==> src/rtl/gmux_ctrl_pkg.sv <==
// Shared types and constants for the GMUX_CLK select controller.
// Optional low-power sequencing is enabled by defining GMUX_CTRL_VLP_EN.
package gmux_ctrl_pkg;

    localparam int unsigned QUAD_TL = 0;
    localparam int unsigned QUAD_TR = 1;
    localparam int unsigned QUAD_BL = 2;
    localparam int unsigned QUAD_BR = 3;
    localparam int unsigned QUAD_N  = 4;

    localparam logic [QUAD_N-1:0] QMASK_ALL = 4'hF;

    // Reset values match the timed GCLKIN configuration
    localparam logic [QUAD_N-1:0] SEN_RST  = QMASK_ALL;
    localparam logic              SSEL_RST = 1'b0;
    localparam logic [QUAD_N-1:0] VLP_RST  = 4'h0;

    typedef enum logic [3:0] {
        ST_IDLE,
        ST_GATE,
        ST_DRAIN,
        ST_SWITCH,
        ST_SETTLE,
        ST_ENABLE
`ifdef GMUX_CTRL_VLP_EN
        ,
        ST_LP_GATE,
        ST_LP_DRAIN,
        ST_LP_ON,
        ST_LP_SETTLE
`endif
    } gmux_state_e;

endpackage

==> src/rtl/gmux_ctrl_dcnt.sv <==
// Loadable down-counter with zero flag; times the drain and settle windows.
module gmux_ctrl_dcnt #(
    parameter int unsigned CNT_W = 3
) (
    input  logic             clk,
    input  logic             rst,
    input  logic             load,
    input  logic [CNT_W-1:0] load_val,
    input  logic             dec,
    output logic             zero_c
);

    logic [CNT_W-1:0] cnt_q;

    // Load has priority; decrement saturates at zero
    always_ff @(posedge clk or posedge rst) begin
        if (rst) begin
            cnt_q <= '0;
        end else if (load) begin
            cnt_q <= load_val;
        end else if (dec && (cnt_q != '0)) begin
            cnt_q <= cnt_q - CNT_W'(1);
        end
    end

    assign zero_c = (cnt_q == '0);

endmodule

==> src/rtl/gmux_clk_sel_ctrl.sv <==
// Glitch-free source-select sequencer for one GMUX_CLK: gate quadrants,
// drain, flip SSEL, settle, re-enable. Defining GMUX_CTRL_VLP_EN adds the
// low-power entry/exit sequence driving the _VLP pins.
module gmux_clk_sel_ctrl
    import gmux_ctrl_pkg::*;
#(
    parameter int unsigned DRAIN_CYC  = 4,
    parameter int unsigned SETTLE_CYC = 2
) (
    input  logic       QCK,
    input  logic       QRT,
    input  logic       REQ_VALID,
    output logic       REQ_READY,
    input  logic       REQ_SRC,
    input  logic [3:0] REQ_QMASK,
    input  logic       LP_REQ,
    output logic       SSEL,
    output logic [3:0] SEN,
    output logic [3:0] VLP,
    output logic       DONE
);

    localparam int unsigned CNT_MAX = (DRAIN_CYC > SETTLE_CYC) ? DRAIN_CYC : SETTLE_CYC;
    localparam int unsigned CNT_W   = $clog2(CNT_MAX) + 1;
    localparam logic [CNT_W-1:0] DRAIN_LD  = CNT_W'(DRAIN_CYC - 1);
    localparam logic [CNT_W-1:0] SETTLE_LD = CNT_W'(SETTLE_CYC - 1);

    gmux_state_e state_q, state_d;

    logic        ssel_q, ssel_d;
    logic [3:0]  sen_q, sen_d;
    logic        done_q, done_d;
    logic        ready_q, ready_d;
    logic        src_q, src_d;
    logic [3:0]  mask_q, mask_d;

    logic             cnt_load;
    logic [CNT_W-1:0] cnt_load_val;
    logic             cnt_dec;
    logic             cnt_zero_c;

`ifdef GMUX_CTRL_VLP_EN
    logic [3:0]  vlp_q, vlp_d;
`endif

    gmux_ctrl_dcnt #(
        .CNT_W (CNT_W)
    ) u_dcnt (
        .clk      (QCK),
        .rst      (QRT),
        .load     (cnt_load),
        .load_val (cnt_load_val),
        .dec      (cnt_dec),
        .zero_c   (cnt_zero_c)
    );

    // State register
    always_ff @(posedge QCK or posedge QRT) begin
        if (QRT) begin
            state_q <= ST_IDLE;
        end else begin
            state_q <= state_d;
        end
    end

    // Next-state and next-output decode; mask path (src==SSEL) reuses ENABLE
    always_comb begin
        state_d      = state_q;
        ssel_d       = ssel_q;
        sen_d        = sen_q;
        src_d        = src_q;
        mask_d       = mask_q;
        done_d       = 1'b0;
        cnt_load     = 1'b0;
        cnt_load_val = '0;
        cnt_dec      = 1'b0;
`ifdef GMUX_CTRL_VLP_EN
        vlp_d        = vlp_q;
`endif
        case (state_q)
            ST_IDLE: begin
                if (REQ_VALID && ready_q) begin
                    src_d   = REQ_SRC;
                    mask_d  = REQ_QMASK;
                    state_d = (REQ_SRC == ssel_q) ? ST_ENABLE : ST_GATE;
                end
`ifdef GMUX_CTRL_VLP_EN
                else if (LP_REQ && !REQ_VALID) begin
                    mask_d  = sen_q;
                    state_d = ST_LP_GATE;
                end
`endif
            end
            ST_GATE: begin
                sen_d        = '0;
                cnt_load     = 1'b1;
                cnt_load_val = DRAIN_LD;
                state_d      = ST_DRAIN;
            end
            ST_DRAIN: begin
                if (cnt_zero_c) begin
                    state_d = ST_SWITCH;
                end else begin
                    cnt_dec = 1'b1;
                end
            end
            ST_SWITCH: begin
                ssel_d       = src_q;
                cnt_load     = 1'b1;
                cnt_load_val = SETTLE_LD;
                state_d      = ST_SETTLE;
            end
            ST_SETTLE: begin
                if (cnt_zero_c) begin
                    state_d = ST_ENABLE;
                end else begin
                    cnt_dec = 1'b1;
                end
            end
            ST_ENABLE: begin
                sen_d   = mask_q;
                done_d  = 1'b1;
                state_d = ST_IDLE;
            end
`ifdef GMUX_CTRL_VLP_EN
            ST_LP_GATE: begin
                sen_d        = '0;
                cnt_load     = 1'b1;
                cnt_load_val = DRAIN_LD;
                state_d      = ST_LP_DRAIN;
            end
            ST_LP_DRAIN: begin
                if (cnt_zero_c) begin
                    vlp_d   = QMASK_ALL;
                    state_d = ST_LP_ON;
                end else begin
                    cnt_dec = 1'b1;
                end
            end
            ST_LP_ON: begin
                if (!LP_REQ) begin
                    vlp_d        = VLP_RST;
                    cnt_load     = 1'b1;
                    cnt_load_val = SETTLE_LD;
                    state_d      = ST_LP_SETTLE;
                end
            end
            ST_LP_SETTLE: begin
                if (cnt_zero_c) begin
                    state_d = ST_ENABLE;
                end else begin
                    cnt_dec = 1'b1;
                end
            end
`endif
            default: begin
                state_d = ST_IDLE;
            end
        endcase
        ready_d = (state_d == ST_IDLE);
    end

    // Output and request-capture registers
    always_ff @(posedge QCK or posedge QRT) begin
        if (QRT) begin
            ssel_q  <= SSEL_RST;
            sen_q   <= SEN_RST;
            done_q  <= 1'b0;
            ready_q <= 1'b0;
            src_q   <= SSEL_RST;
            mask_q  <= SEN_RST;
        end else begin
            ssel_q  <= ssel_d;
            sen_q   <= sen_d;
            done_q  <= done_d;
            ready_q <= ready_d;
            src_q   <= src_d;
            mask_q  <= mask_d;
        end
    end

`ifdef GMUX_CTRL_VLP_EN
    // Low-power pin register
    always_ff @(posedge QCK or posedge QRT) begin
        if (QRT) begin
            vlp_q <= VLP_RST;
        end else begin
            vlp_q <= vlp_d;
        end
    end

    assign VLP = vlp_q;
`else
    logic unused_lp_req;
    assign unused_lp_req = LP_REQ;
    assign VLP           = VLP_RST;
`endif

    assign SSEL      = ssel_q;
    assign SEN       = sen_q;
    assign DONE      = done_q;
    assign REQ_READY = ready_q;

endmodule

==> config.mk <==
export PLATFORM = sky130hd
export DESIGN_NAME = gmux_clk_sel_ctrl
export DESIGN_NICKNAME = d
export VERILOG_FILES = /design/src/rtl/gmux_ctrl_pkg.sv /design/src/rtl/gmux_ctrl_dcnt.sv /design/src/rtl/gmux_clk_sel_ctrl.sv
export SDC_FILE = /design/constraint.sdc
export NUM_CORES = 1
export LEC_CHECK = 0
export BUFFER_PORTS_ARGS = -buffer_cell sky130_fd_sc_hd__buf_2
export CAP_MARGIN = 20
export CORE_ASPECT_RATIO = 1.2
export CORE_UTILIZATION = 40
export DETAILED_ROUTE_END_ITERATION = 8
export PLACE_DENSITY_LB_ADDON = 0.2
export SLEW_MARGIN = 10
export SYNTH_ARGS = -nofsm -noshare
export SYNTH_HDL_FRONTEND = slang
export SYNTH_SLANG_ARGS = --single-unit
==> constraint.sdc <==
create_clock -name QCK -period 2.25 [get_ports QCK]
set_clock_uncertainty 0.15 [all_clocks]
set_input_delay 0.1125 -clock QCK [delete_from_list [all_inputs] [get_ports QCK]]
set_output_delay 0.1125 -clock QCK [all_outputs]
set_load 0.03 [all_outputs]
==> flow_summary.ini <==
[synthesis]
synth-seq-cells = 19
avgSynthCellArea_um2 = 11.62
ys_seq_area_share_pct = 51.60
synth_cell_type_count = 32
synthCells = 81
synth_top_area_share_pct = 29.26
synth_edf_count = 0
synth_top_area_cell = dfrtp_1
ys.flop_type = dfrtp_1
ys_async_sr_fraction_pct = 100.0
ys_top_cells_by_count = dfrtp_1, nand2_1, dfstp_2
netlist_area_um2 = 940.9
ys_warn_count = 0
synth_area_leaders = dfrtp_1, dfstp_2, mux2_2, nand2_1, o21ai_2

[critical_path]
rr_endpoint = src_q
critPathCapture = src_q
slowest_stage = dfrtp_1
critPathMaxFanout = 12
required_ns = 2.29
reg2reg_depth = 3
r2r-start = state_q[2]
crit_start = state_q[2]
critPathCaptureType = flop
crit_buf_inv = 0
cp_top_family = flip-flops
cp-start-kind = flop
max_stage_delay_ns = 0.54
crit_cells = 3
arrival_ns = 1.62
path_cells = nor2_1 > nand4_2 > mux2_2
path_class = reg2reg
ff2ff_setup_slack_ns = 0.68

[sta]
tightest_slew_ns = 0.7152
fmax_mhz = 635.2
relSlewSlack_pct = 52.27
rsz0062_at_grt = no
final_hold_viol_count = 0
slew_viol_final = 0
finalCriticalPeriod_ns = 1.574
setup_viol = 0
period_share_pct = 69.97
setup_tns_ns = 0

[detailed_routing]
avgRoutedWirePerCell_um = 10.88
finalWirelength_um = 1436
routed_via_density = 4.629
drc = 0
postRouteAntennaNets = 0
vias = 611
first_pass_iters = 4
drt-initial-drc-count = 8

[floorplan]
core_um2 = 2140
die_w_um = 46.28
start_util_pct = 43.98
fp.dieH_um = 55.13
die_area_um2 = 2551
ios = 20
std_cell_rows = 18

[placement]
place.port_buffers = 14
finalWeightedCongestion = 0.6904
dpl.hpwl_um = 993.3

[global_route]
grt_pass1_wl_um = 2497
met1_usage_pct = 18.93
use_met2_pct = 20.89
grt-busiest-layer = met2
grt_max_degree = 20
grt_usage_pct = 14.21
met3_usage_pct = 2.922
antenna_found_initial = 0
first_global_vias = 575
grt_overflow = 0

[final_layout]
fillers = 207
nets = 114
antenna_cells = 0
seq_area_um2 = 485.5
drive_gt1_share_pct = 37.25
utilization_pct = 51.05
multiInputGateArea_um2 = 397.9
area_growth_pct = 16.09

[cts]
postCtsSetupRepairBufs = 0
cts_buffer_depth = 2
cts_resized = 0
cts_tree = yes
htreeDepth = 1
root_buffer = clkbuf_4
clk_pin_slew_ns = 0.11
worstSkewPairLatency_ns = 0.30
cts_buffers = 3
clock-sinks = 19

[power]
clkPwrFrac_pct = 13.9
swShare_pct = 37.50
switchingPower_w = 0.0004609
power_leakage_nw = 0.5070
ir_worst_vdd_v = 0.0005726
power_density_nw_per_um2 = 1125
seq_power_share_pct = 49.1
intPower_w = 0.0007682
comb_power_share_pct = 37.0

[outcome]
status = complete, no violations

[hold_path]
hold_path.class = in2reg

[run]
max-cap-violations = 0
## flip-flops by register name (all words and copies together) (netlist names)
name,flops
SEN,4
mask_q,4
state_q,4
u_dcnt.cnt_q,3
DONE,1
REQ_READY,1
SSEL,1
src_q,1
## logic make-up (layout without fill, tap and decap cells)
kind of cell	count (synthesis)	in the layout	share of synthesized area (%)
simple gates	24	24	15.03
flops	19	19	51.60
compound gates	13	13	9.839
buf+inv	11	28	7.712
mux	7	7	8.244
xor+xnor	4	4	4.522
fa+ha+maj	2	2	2.659
other cells	1	5	0.3986
## worst register-to-register path: stages (launching register included)
cell	delay [ns]
dfrtp_1	0.54
nor2_1	0.20
nand4_2	0.25
mux2_2	0.34
## worst min-delay path by stage
stage / from / endpoint / slack (ns) / cells after the start
finish: REQ_VALID / state_q[2] / 0.07 / 3
global route: REQ_VALID / state_q[2] / 0.09 / 3
CTS: REQ_VALID / state_q[2] / 0.07 / 3
global placement: QRT / REQ_READY / 0.12 / 2
detailed placement: QRT / REQ_READY / 0.12 / 2
floorplan: QRT / DONE / -0.09 / 1
## per-layer routing
layer  vias to the layer above  part of all wire [%]
met1                       279                    48
met5                         -                     0
met3                         4                   3.1
li1                        311                     -
met2                        17                    47
met4                         0                   2.5
## area by class of cell
type / instances / area share (%)
Clock buffer: 4 / 2.405
Multi-Input combinational cell: 55 / 36.43
Sequential cell: 19 / 44.44
Tap cell: 30 / 3.436
Timing Repair Buffer: 20 / 11.91
Inverter: 4 / 1.375
## cells in the final DEF (no fill, tap or decap), types with 2 or more instances in the layout
master         synthesis  layout
nor2_1                 3       3
buf_2                  1      14
inv_1                  4       4
conb_1                 1       5
o21ai_2                4       4
clkbuf_4               0       3
o21ai_0                2       2
nand2_1               11      11
dlygate4sd3_1          0       6
o22ai_1                2       2
or3b_1                 2       2
ha_1                   2       2
a31oi_1                2       2
mux2_2                 5       5
xnor2_1                2       2
dfstp_2                8       8
dfrtp_1               11      11
## per-stage QoR
| stage | total power, W | area [µm²] | instances | hold WS (ns) | setup slack, ns |
|---|---|---|---|---|---|
| 2_1_floorplan | 0.0009876 | 955.9 | 85 | -0.09227 | 0.8486 |
| 3_3_place_gp | 0.001051 | 1006 | 122 | 0.1172 | 0.6797 |
| 3_5_place_dp | 0.001063 | 1006 | 122 | 0.1153 | 0.6880 |
| 4_1_cts | 0.001246 | 1092 | 132 | 0.07367 | 0.6601 |
| 5_1_grt | 0.001320 | 1092 | 132 | 0.09421 | 0.5841 |
| 6_report | 0.001229 | 1092 | 132 | 0.06746 | 0.6757 |
## timing repair
item / CTS / global route
endpoints found under the setup margin: 0 / 0
hold buffers: 6 / 0
hold endpoints to repair: 17 / 0
## power by group through the flow
stage	registers (W)	clock network (W)	logic [W]
global route	0.000624	0.000189	0.000507
CTS	0.000607	0.000179	0.000460
floorplan	0.000655	0	0.000333
detailed placement	0.000613	0	0.000450
global placement	0.000609	0	0.000442
finish	0.000603	0.000171	0.000455
(Power assumes the default switching activity.)
